$ cat config.mk
export PLATFORM = sky130hd
export DESIGN_NAME = eg_slot_sched
export DESIGN_NICKNAME = d
export VERILOG_FILES = /design/src/rtl/eg_pkg.sv /design/src/rtl/eg_rate_calc.sv /design/src/rtl/eg_slot_sched.sv
export SDC_FILE = /design/constraint.sdc
export NUM_CORES = 1
export LEC_CHECK = 0
export CAP_MARGIN = 10
export CORE_ASPECT_RATIO = 1.4
export CORE_MARGIN = 2
export CORE_UTILIZATION = 56
export DETAILED_ROUTE_END_ITERATION = 16
export GPL_TIMING_DRIVEN = 0
export MAX_ROUTING_LAYER = met4
export PLACE_DENSITY = 0.77
export REMOVE_ABC_BUFFERS = 1
export SLEW_MARGIN = 10
export SYNTH_ARGS = -nofsm -noshare
export SYNTH_HDL_FRONTEND = slang
export SYNTH_HIERARCHICAL = 1
export SYNTH_SLANG_ARGS = --single-unit
$ cat constraint.sdc
create_clock -name clk -period 9 [get_ports clk]
set_input_delay 2.25 -clock clk [delete_from_list [all_inputs] [get_ports clk]]
set_output_delay 2.25 -clock clk [all_outputs]
set_load 0.005 [all_outputs]
$ cat src/rtl/eg_pkg.sv
// Shared envelope-generator encodings, widths and per-slot store entry.
package eg_pkg;

  localparam int unsigned RATE_W   = 6;
  localparam int unsigned CNT_PH_W = 3;
  localparam int unsigned PHASE_W  = 3;
  localparam int unsigned SLOT_W   = 5;
  localparam int unsigned SHIFT_W  = 4;
  localparam int unsigned LEVEL_W  = 10;

  localparam logic [PHASE_W-1:0] ATTACK  = 3'd0;
  localparam logic [PHASE_W-1:0] DECAY1  = 3'd1;
  localparam logic [PHASE_W-1:0] DECAY2  = 3'd2;
  localparam logic [PHASE_W-1:0] HOLD    = 3'd3;
  localparam logic [PHASE_W-1:0] RELEASE = 3'd7;

  typedef struct packed {
    logic [PHASE_W-1:0] phase;
    logic               kon_prev;
  } slot_ent_t;

  // Sustain threshold on eg_level[9:5]; sl==15 maps to the quietest step.
  function automatic logic [4:0] sus_thr(input logic [3:0] sl);
    return (sl == 4'hf) ? 5'h1f : {1'b0, sl};
  endfunction

endpackage

$ cat src/rtl/eg_rate_calc.sv
// Effective envelope rate and counter shift for a given phase and key scaling.
module eg_rate_calc
  import eg_pkg::*;
(
  input  logic [PHASE_W-1:0] phase_i,
  input  logic [4:0]         ar_i,
  input  logic [4:0]         d1r_i,
  input  logic [4:0]         d2r_i,
  input  logic [3:0]         rr_i,
  input  logic [4:0]         keycode_i,
  input  logic [1:0]         ks_i,
  output logic [RATE_W-1:0]  rate_c,
  output logic [SHIFT_W-1:0] shift_c
);

  logic [4:0]        base;
  logic [4:0]        kc_sh;
  logic [6:0]        sum;
  logic [RATE_W-1:0] rate;

  always_comb begin
    base = 5'd0;
    case (phase_i)
      ATTACK:  base = ar_i;
      DECAY1:  base = d1r_i;
      DECAY2:  base = d2r_i;
      default: base = {rr_i, 1'b1};
    endcase

    kc_sh = keycode_i >> (2'd3 - ks_i);
    sum   = {1'b0, base, 1'b0} + {2'b00, kc_sh};

    // A zero programmed rate freezes the envelope regardless of key scaling.
    if (base == 5'd0) begin
      rate = '0;
    end else if (sum > 7'd63) begin
      rate = 6'd63;
    end else begin
      rate = sum[RATE_W-1:0];
    end

    rate_c  = rate;
    shift_c = (rate[5:2] >= 4'd11) ? 4'd0 : 4'd11 - rate[5:2];
  end

endmodule

$ cat src/rtl/eg_slot_sched.sv
// Round-robin envelope scheduler: per-slot phase store, global EG counter and
// registered rate/counter-phase presentation for the step lookup.
module eg_slot_sched
  import eg_pkg::*;
#(
  parameter int unsigned SLOTS  = 24,
  parameter int unsigned CNTW   = 15,
  parameter int unsigned EG_DIV = 3
) (
  input  logic                clk,
  input  logic                rst_n,
  input  logic                clk_en,
  input  logic                kon,
  input  logic [4:0]          ar,
  input  logic [4:0]          d1r,
  input  logic [4:0]          d2r,
  input  logic [3:0]          rr,
  input  logic [3:0]          sl,
  input  logic [4:0]          keycode,
  input  logic [1:0]          ks,
  input  logic [LEVEL_W-1:0]  eg_level,
  input  logic                step_V,
  output logic [SLOT_W-1:0]   slot,
  output logic [PHASE_W-1:0]  state_V,
  output logic [RATE_W-1:0]   rate_V,
  output logic [CNT_PH_W-1:0] cnt_V,
  output logic                upd_V,
  output logic                step_o,
  output logic [SLOT_W-1:0]   step_slot
);

  localparam int unsigned DIV_W = (EG_DIV > 1) ? $clog2(EG_DIV) : 1;
  localparam logic [SLOT_W-1:0] SLOT_LAST = SLOT_W'(SLOTS - 1);
  localparam logic [DIV_W-1:0]  DIV_LAST  = DIV_W'(EG_DIV - 1);

  logic [SLOT_W-1:0]   slot_q, slot_d;
  logic [DIV_W-1:0]    div_q, div_d;
  logic [CNTW-1:0]     eg_cnt_q, eg_cnt_d;
  logic                tick_q, tick_d;

  slot_ent_t           store_q [SLOTS];
  slot_ent_t           cur_ent;
  slot_ent_t           wr_ent;
  logic [PHASE_W-1:0]  phase_nx;

  logic [RATE_W-1:0]   rate_c;
  logic [SHIFT_W-1:0]  shift_c;
  logic [CNTW-1:0]     cnt_shr;
  logic [CNTW-1:0]     cnt_mask;
  logic [CNT_PH_W-1:0] cnt_ph_c;
  logic                upd_c;

  logic [SLOT_W-1:0]   pres_slot_q;
  logic [PHASE_W-1:0]  state_q;
  logic [RATE_W-1:0]   rate_q;
  logic [CNT_PH_W-1:0] cnt_q;
  logic                upd_q;
  logic                step_q;
  logic [SLOT_W-1:0]   step_slot_q;

  // Slot walk, round divider and global EG counter.
  always_comb begin
    slot_d   = slot_q;
    div_d    = div_q;
    eg_cnt_d = eg_cnt_q;
    tick_d   = tick_q;
    if (clk_en) begin
      if (slot_q == SLOT_LAST) begin
        slot_d = '0;
        if (div_q == DIV_LAST) begin
          div_d    = '0;
          eg_cnt_d = eg_cnt_q + CNTW'(1);
          tick_d   = 1'b1;
        end else begin
          div_d  = div_q + DIV_W'(1);
          tick_d = 1'b0;
        end
      end else begin
        slot_d = slot_q + SLOT_W'(1);
      end
    end
  end

  // Phase transitions; key edges take priority over level-driven moves.
  always_comb begin
    cur_ent  = store_q[slot_q];
    phase_nx = cur_ent.phase;
    if (kon && !cur_ent.kon_prev) begin
      phase_nx = ATTACK;
    end else if (!kon && cur_ent.kon_prev) begin
      phase_nx = RELEASE;
    end else if (cur_ent.phase == ATTACK && eg_level == '0) begin
      phase_nx = DECAY1;
    end else if (cur_ent.phase == DECAY1 && eg_level[9:5] >= sus_thr(sl)) begin
      phase_nx = DECAY2;
    end else if (cur_ent.phase == HOLD) begin
      phase_nx = RELEASE;
    end
    wr_ent.phase    = phase_nx;
    wr_ent.kon_prev = kon;
  end

  eg_rate_calc u_rate (
    .phase_i   (phase_nx),
    .ar_i      (ar),
    .d1r_i     (d1r),
    .d2r_i     (d2r),
    .rr_i      (rr),
    .keycode_i (keycode),
    .ks_i      (ks),
    .rate_c    (rate_c),
    .shift_c   (shift_c)
  );

  // Counter phase window and rate-aligned update qualifier.
  always_comb begin
    cnt_shr  = eg_cnt_q >> shift_c;
    cnt_ph_c = cnt_shr[CNT_PH_W-1:0];
    cnt_mask = (CNTW'(1) << shift_c) - CNTW'(1);
    upd_c    = tick_q & ((eg_cnt_q & cnt_mask) == '0);
  end

  always_ff @(posedge clk) begin
    if (!rst_n) begin
      slot_q   <= '0;
      div_q    <= '0;
      eg_cnt_q <= '0;
      tick_q   <= 1'b0;
      for (int i = 0; i < SLOTS; i++) begin
        store_q[i] <= '{phase: RELEASE, kon_prev: 1'b0};
      end
    end else begin
      slot_q   <= slot_d;
      div_q    <= div_d;
      eg_cnt_q <= eg_cnt_d;
      tick_q   <= tick_d;
      if (clk_en) begin
        store_q[slot_q] <= wr_ent;
      end
    end
  end

  // Presentation stage followed by the step-capture stage.
  always_ff @(posedge clk) begin
    if (!rst_n) begin
      pres_slot_q <= '0;
      state_q     <= RELEASE;
      rate_q      <= '0;
      cnt_q       <= '0;
      upd_q       <= 1'b0;
      step_q      <= 1'b0;
      step_slot_q <= '0;
    end else if (clk_en) begin
      pres_slot_q <= slot_q;
      state_q     <= phase_nx;
      rate_q      <= rate_c;
      cnt_q       <= cnt_ph_c;
      upd_q       <= upd_c;
      step_q      <= step_V & upd_q;
      step_slot_q <= pres_slot_q;
    end
  end

  assign slot      = pres_slot_q;
  assign state_V   = state_q;
  assign rate_V    = rate_q;
  assign cnt_V     = cnt_q;
  assign upd_V     = upd_q;
  assign step_o    = step_q;
  assign step_slot = step_slot_q;

endmodule

==> impl_metrics.env, run 1 <==
export IMPL_status="complete, no violations"
export IMPL_crit_fanout=31
export IMPL_synthFlopType="edfxtp_1"
export IMPL_holdPathEnd="step_o"
export IMPL_die_y_um=156
export IMPL_io_pins=69
export IMPL_cellPowerDensity_nw_per_um2=189
export IMPL_async_flop_share_pct=0
export IMPL_timing_worst_setup_path_type="input pin to flip-flop"
export IMPL_grt_pass1_vias=6497
export IMPL_rows=55
export IMPL_vias_per_cell=6.07
export IMPL_postRouteAntennaNets=0
export IMPL_synth_area_um2=9240
export IMPL_skew_ps=12.7
export IMPL_cts_tree="yes"
export IMPL_grt_antenna_before_repair=0
export IMPL_finish_utilization_pct=65.7
export IMPL_fin_cells=1044
export IMPL_dp_slack_ps=-982
export IMPL_portBuffers=68
export IMPL_worst_pin_slew_ps=1110
export IMPL_ff2ff_setup_slack_ps=1100
export IMPL_setup_viol=0
export IMPL_core_area_um2=16200
export IMPL_drc=0
export IMPL_hp_start="step_o"
export IMPL_start_kind="input pin"
export IMPL_globalRouteOverflowTotal=0
export IMPL_dp_cells=1000
export IMPL_crit_path_end_kind="flip-flop"
export IMPL_synth_seq_cells=180
export IMPL_area_growth_pct=14.9
export IMPL_postPlaceCellArea_um2=9950
export IMPL_required_ps=9360
export IMPL_drtPass1Iterations=5
export IMPL_p_leak_nw=3.35
export IMPL_finalInstanceArea_um2=10600
export IMPL_grt_max_degree=48
export IMPL_ys_warn_count=6
export IMPL_fin_nets=894
export IMPL_layout_drive_gt1_share_pct=13.3
export IMPL_gp_congestion=0.876
export IMPL_n_antenna_cell=0
export IMPL_routedWlPerCell_um=19.9
export IMPL_period_share_pct=96.4
export IMPL_cts_buffers=17
export IMPL_die_w_um=113
export IMPL_synth_cell_types=66
export IMPL_drt_iter0_drc=466
export IMPL_routed_via_count=6342
export IMPL_place_hpwl_um=14300
export IMPL_clock_sinks=180
export IMPL_max_freq_mhz=115
export IMPL_die_area_um2=17600
export IMPL_ctsRootBufferMaster="clkbuf_16"
export IMPL_clockBufferDepth=2
export IMPL_hold_violations=0
export IMPL_track_usage_pct=25.0
export IMPL_final_max_slew_viol_count=0
export IMPL_ys_seq_area_share_pct=52.9
export IMPL_start_util_pct=57.1
export IMPL_min_period_ps=8680
export IMPL_whs_ps=486
export IMPL_cp_arrival_ps=9030
export IMPL_hold_path_class="flip-flop to flip-flop"
export IMPL_clk_latency_ps=430
export IMPL_reg2reg_depth=25
export IMPL_synth_edf_count=128
export IMPL_rr_endpoint="upd_V"
export IMPL_synthCells=787
export IMPL_slew_headroom_pct=24.9
export IMPL_grt_pass1_wl_um=33100
export IMPL_wirelength_um=20800
export IMPL_fin_ws_ps=321
export IMPL_peakVddDrop_v=0.000160
export IMPL_avgSynthCellArea_um2=11.7
export IMPL_cts_max_level=4
export IMPL_clk_pin_slew_ps=60
export IMPL_drv_cap=0
export IMPL_hold_depth=2
==> cells in the mapped netlist (12+ instances only) <==
library cell | n | area share (%)
mux2i_1 | 39 | 4.2
nand3_1 | 12 | 0.65
dfxtp_1 | 52 | 11
a21oi_1 | 24 | 1.3
clkbuf_1 | 37 | 1.5
and2_1 | 37 | 2.5
mux4_2 | 42 | 10
nor2_1 | 50 | 2.0
inv_1 | 19 | 0.77
nand2_1 | 108 | 4.4
o21ai_0 | 37 | 2.0
nor2b_1 | 36 | 2.4
edfxtp_1 | 128 | 42
ha_1 | 15 | 2.0
==> state kept, by name (all words and copies together) (netlist names), named ones only <==
| register | flops |
|---|---|
| cnt_V | 3 |
| upd_V | 1 |
| slot | 5 |
| eg_cnt_q | 15 |
| state_V | 3 |
| div_q | 2 |
| tick_q | 1 |
| step_o | 1 |
| rate_V | 6 |
| slot_q | 5 |
| step_slot | 5 |
| store_q | 128 |
==> final cells by class <==
class / count / area (µm²)
Timing Repair Buffer: 84 / 823
Fill cell: 1197 / 5550
Sequential cell: 180 / 4890
Inverter: 21 / 82.6
Clock buffer: 20 / 437
Multi-Input combinational cell: 529 / 4030
Tap cell: 199 / 249
Clock inverter: 11 / 106
==> where the power goes <==
group / total, mW / switching, mW / internal (mW)
sequential: 0.914 / 0.0131 / 0.901
clock: 0.695 / 0.313 / 0.382
combinational: 0.401 / 0.224 / 0.177
==> per-stage QoR <==
| step | power [mW] | setup TNS, ps |
|---|---|---|
| CTS | 1.99 | 0 |
| detailed placement | 1.30 | -1700 |
| floorplan | 1.18 | 0 |
| global placement | 1.29 | -1020 |
| finish | 2.01 | 0 |
| global route | 2.08 | -138 |
==> per-layer routing <==
metal  track usage [%]  share of wire (%)
met1              27.4                 37
met2              44.6                 56
met3              4.66                4.5
met4              10.1                2.6
met5                 -                  0
==> worst max-delay path by stage <==
| stage | startpoint | end | depth (start not counted) | slack (ps) |
|---|---|---|---|---|
| floorplan | eg_level[5] | upd_V | 27 | 770 |
| global placement | eg_level[5] | upd_V | 27 | -730 |
| detailed placement | eg_level[5] | upd_V | 28 | -980 |
| CTS | eg_level[5] | upd_V | 27 | 170 |
| global route | eg_level[5] | upd_V | 27 | -140 |
| finish | eg_level[5] | upd_V | 27 | 320 |
==> critical path, cell delays in order <==
cell,delay (ps)
clkdlybuf4s50_1,480
inv_1,50
ha_1,260
nand2b_1,90
a21o_1,110
a21oi_1,70
o21a_1,190
a221oi_2,290
maj3_4,500
clkinvlp_4,330
mux2_4,360
o22a_1,220
o22a_1,220
ha_1,280
a211oi_1,450
nand4_1,220
o211ai_1,360
a31o_4,460
nor2_1,170
nand2_1,110
ha_1,400
or2_2,250
o21a_1,140
o21ai_0,80
a221oi_1,350
nand4_1,150
a21boi_0,170
==> logic make-up (layout without fill, tap and decap cells) <==
group                      Yosys count  count (layout)  synth area share, %
and+or+nand+nor                    283             283                 15.0
DFF                                180             180                 52.9
AOI/OAI and AO/OA                  121             121                 8.44
muxes                               91              91                 15.8
buffers and inverters               78             136                 3.86
adders and majority gates           19              19                 2.61
xor gates and xnor gates            15              15                 1.42
==> placed cells by master (no fill, tap or decap), drive strengths merged, types with 36 or more instances in the layout <==
master	count
and2	37
o21ai	37
dfxtp	52
nor2b	36
edfxtp	128
mux4	42
nor2	50
mux2i	40
nand2	108
clkdlybuf4s50	65
==> timing repair <==
| action | 4_1_cts | 5_1_grt |
|---|---|---|
| setup endpoints to repair | 1 | 1 |
| buffers inserted | 0 | 13 |
| hold buffers | 0 | 0 |
| pin swaps | 0 | 1 |
| gates resized for setup | 5 | 4 |
Power figures use the tool's default switching activity.
==> run 2: changes to the inputs <==
Settings changed: SLEW_MARGIN 10 to 20.
==> run 2 against run 1 <==
- register-to-register slack got worse by 70 ps
- die area is the same
- clock-buffer cell count decreased by 1
- combinational power is 1% higher
- non-clock buffer count decreased by 1
- first-iteration DRC count fell by 16%
- wire length rose by 2.1%
- clock power increased by 8.1%
==> impl_metrics.env, run 2 (synthesis gave the netlist of run 1 again) <==
export IMPL_ff2ff_setup_slack_ps=1030
export IMPL_postRouteAntennaNets=0
export IMPL_cts_hold_buf=0
export IMPL_track_usage_pct=24.9
export IMPL_timing_worst_setup_path_type="input pin to flip-flop"
export IMPL_slew_headroom_pct=31.6
export IMPL_hold_path_class="flip-flop to flip-flop"
export IMPL_clk_latency_ps=430
export IMPL_drv_cap=0
export IMPL_max_stage_delay_ps=510
export IMPL_worst_pin_slew_ps=1020
export IMPL_dp_slack_ps=-967
export IMPL_reg2reg_depth=24
export IMPL_drtPass1Iterations=5
export IMPL_rows=55
export IMPL_hold_violations=0
export IMPL_crit_path_end_kind="flip-flop"
export IMPL_area_growth_pct=15.5
export IMPL_max_freq_mhz=115
export IMPL_cts_tree="yes"
export IMPL_drt_iter0_drc=391
export IMPL_cts_buffers=17
export IMPL_postPlaceCellArea_um2=9940
export IMPL_grt_busiest_layer="met2"
export IMPL_n_antenna_cell=0
export IMPL_grt_pass1_wl_um=33100
export IMPL_core_area_um2=16200
export IMPL_vias_per_cell=6.12
export IMPL_seqPwrFrac_pct=44.2
export IMPL_p_switching_mw=0.555
export IMPL_largest_register_ffs=128
export IMPL_drc=0
export IMPL_die_y_um=156
export IMPL_comb_power_share_pct=19.6
export IMPL_p_int_mw=1.52
export IMPL_place_hpwl_um=14400
export IMPL_cpMaxStageDelayCell="maj3_4"
export IMPL_whs_ps=482
export IMPL_start_util_pct=57.1
export IMPL_portBuffers=68
export IMPL_grt_met3_usage_pct=4.82
export IMPL_final_cell_mix="edfxtp_1 (128), nand2_1 (108), clkdlybuf4s50_1 (65), nor2_1 (50), dfxtp_1 (50)"
export IMPL_p_leak_nw=3.38
export IMPL_routed_via_count=6382
export IMPL_die_w_um=113
export IMPL_fin_cells=1042
export IMPL_gp_congestion=0.876
export IMPL_layout_drive_gt1_share_pct=13.3
export IMPL_cp_startpoint="eg_level[5]"
export IMPL_clk_pin_slew_ps=60
export IMPL_peakVddDrop_v=0.000171
export IMPL_final_common_cell="edfxtp_1"
export IMPL_cts_max_level=4
export IMPL_clockBufferDepth=2
export IMPL_routedWlPerCell_um=20.3
export IMPL_cellPowerDensity_nw_per_um2=194
export IMPL_fin_nets=893
export IMPL_final_max_slew_viol_count=0
export IMPL_status="complete, no violations"
export IMPL_grt_antenna_before_repair=0
export IMPL_io_pins=69
export IMPL_required_ps=9360
export IMPL_grtUsageMet2_pct=45.1
export IMPL_cp_arrival_ps=9080
export IMPL_globalRouteMet1Util_pct=26.9
export IMPL_skew_ps=10.5
export IMPL_min_period_ps=8720
export IMPL_ctsRootBufferMaster="clkbuf_16"
export IMPL_die_area_um2=17600
export IMPL_wirelength_um=21200
export IMPL_power_frac_clock_pct=36.3
export IMPL_grt_max_degree=48
export IMPL_top_register="store_q"
export IMPL_period_share_pct=96.9
export IMPL_rr_endpoint="upd_V"
export IMPL_dp_cells=1000
export IMPL_fin_ws_ps=276
export IMPL_start_kind="input pin"
export IMPL_endpoint="upd_V"
export IMPL_finish_utilization_pct=66.0
export IMPL_setup_viol=0
export IMPL_globalRouteOverflowTotal=0
export IMPL_crit_fanout=26
export IMPL_clock_sinks=180
export IMPL_swShare_pct=26.8
export IMPL_setup_tns_ps=0
export IMPL_grt_pass1_vias=6538
export IMPL_finalInstanceArea_um2=10700
export IMPL_p_total_mw=2.07
[run 2: area by class of cell]
| type | instances | area (µm²) |
|---|---|---|
| Multi-Input combinational cell | 529 | 4050 |
| Fill cell | 1159 | 5500 |
| Tap cell | 199 | 249 |
| Sequential cell | 180 | 4890 |
| Timing Repair Buffer | 83 | 816 |
| Inverter | 21 | 82.6 |
| Clock buffer | 19 | 433 |
| Clock inverter | 11 | 155 |
[run 2: metal layers]
metal  up-vias  wire (µm)
li1       2952          -
met5         -          0
met2       232      12100
met3        39       1030
met1      3159       7600
met4         0        471
[run 2: worst min-delay path by stage]
| stage | startpoint | endpoint | depth (start not counted) |
|---|---|---|---|
| 2_1_floorplan | step_o | step_o | 2 |
| 3_3_place_gp | step_o | step_o | 2 |
| 3_5_place_dp | step_o | step_o | 2 |
| 4_1_cts | step_o | step_o | 2 |
| 5_1_grt | step_o | step_o | 2 |
| 6_report | step_o | step_o | 2 |
[run 2: power by group through the flow]
stage          combinational (mW)  sequential [mW]  clock [mW]
2_1_floorplan               0.251            0.932           0
4_1_cts                     0.374            0.915       0.754
5_1_grt                     0.437            0.917       0.785
6_report                    0.405            0.914       0.751
3_5_place_dp                0.367            0.933           0
3_3_place_gp                0.350            0.936           0
[run 2: critical path, delay by kind of cell]
family	cells	cell delay, ps
buffers and inverters	3	810
AOI/OAI and AO/OA	15	3410
and+or+nand+nor	5	790
muxes	1	340
adders and majority gates	4	1450
[run 2: repair_timing]
item,CTS,global route
pin swaps,0,1
endpoints found under the setup margin,1,1
buffers inserted,0,12
gates resized for setup,5,3
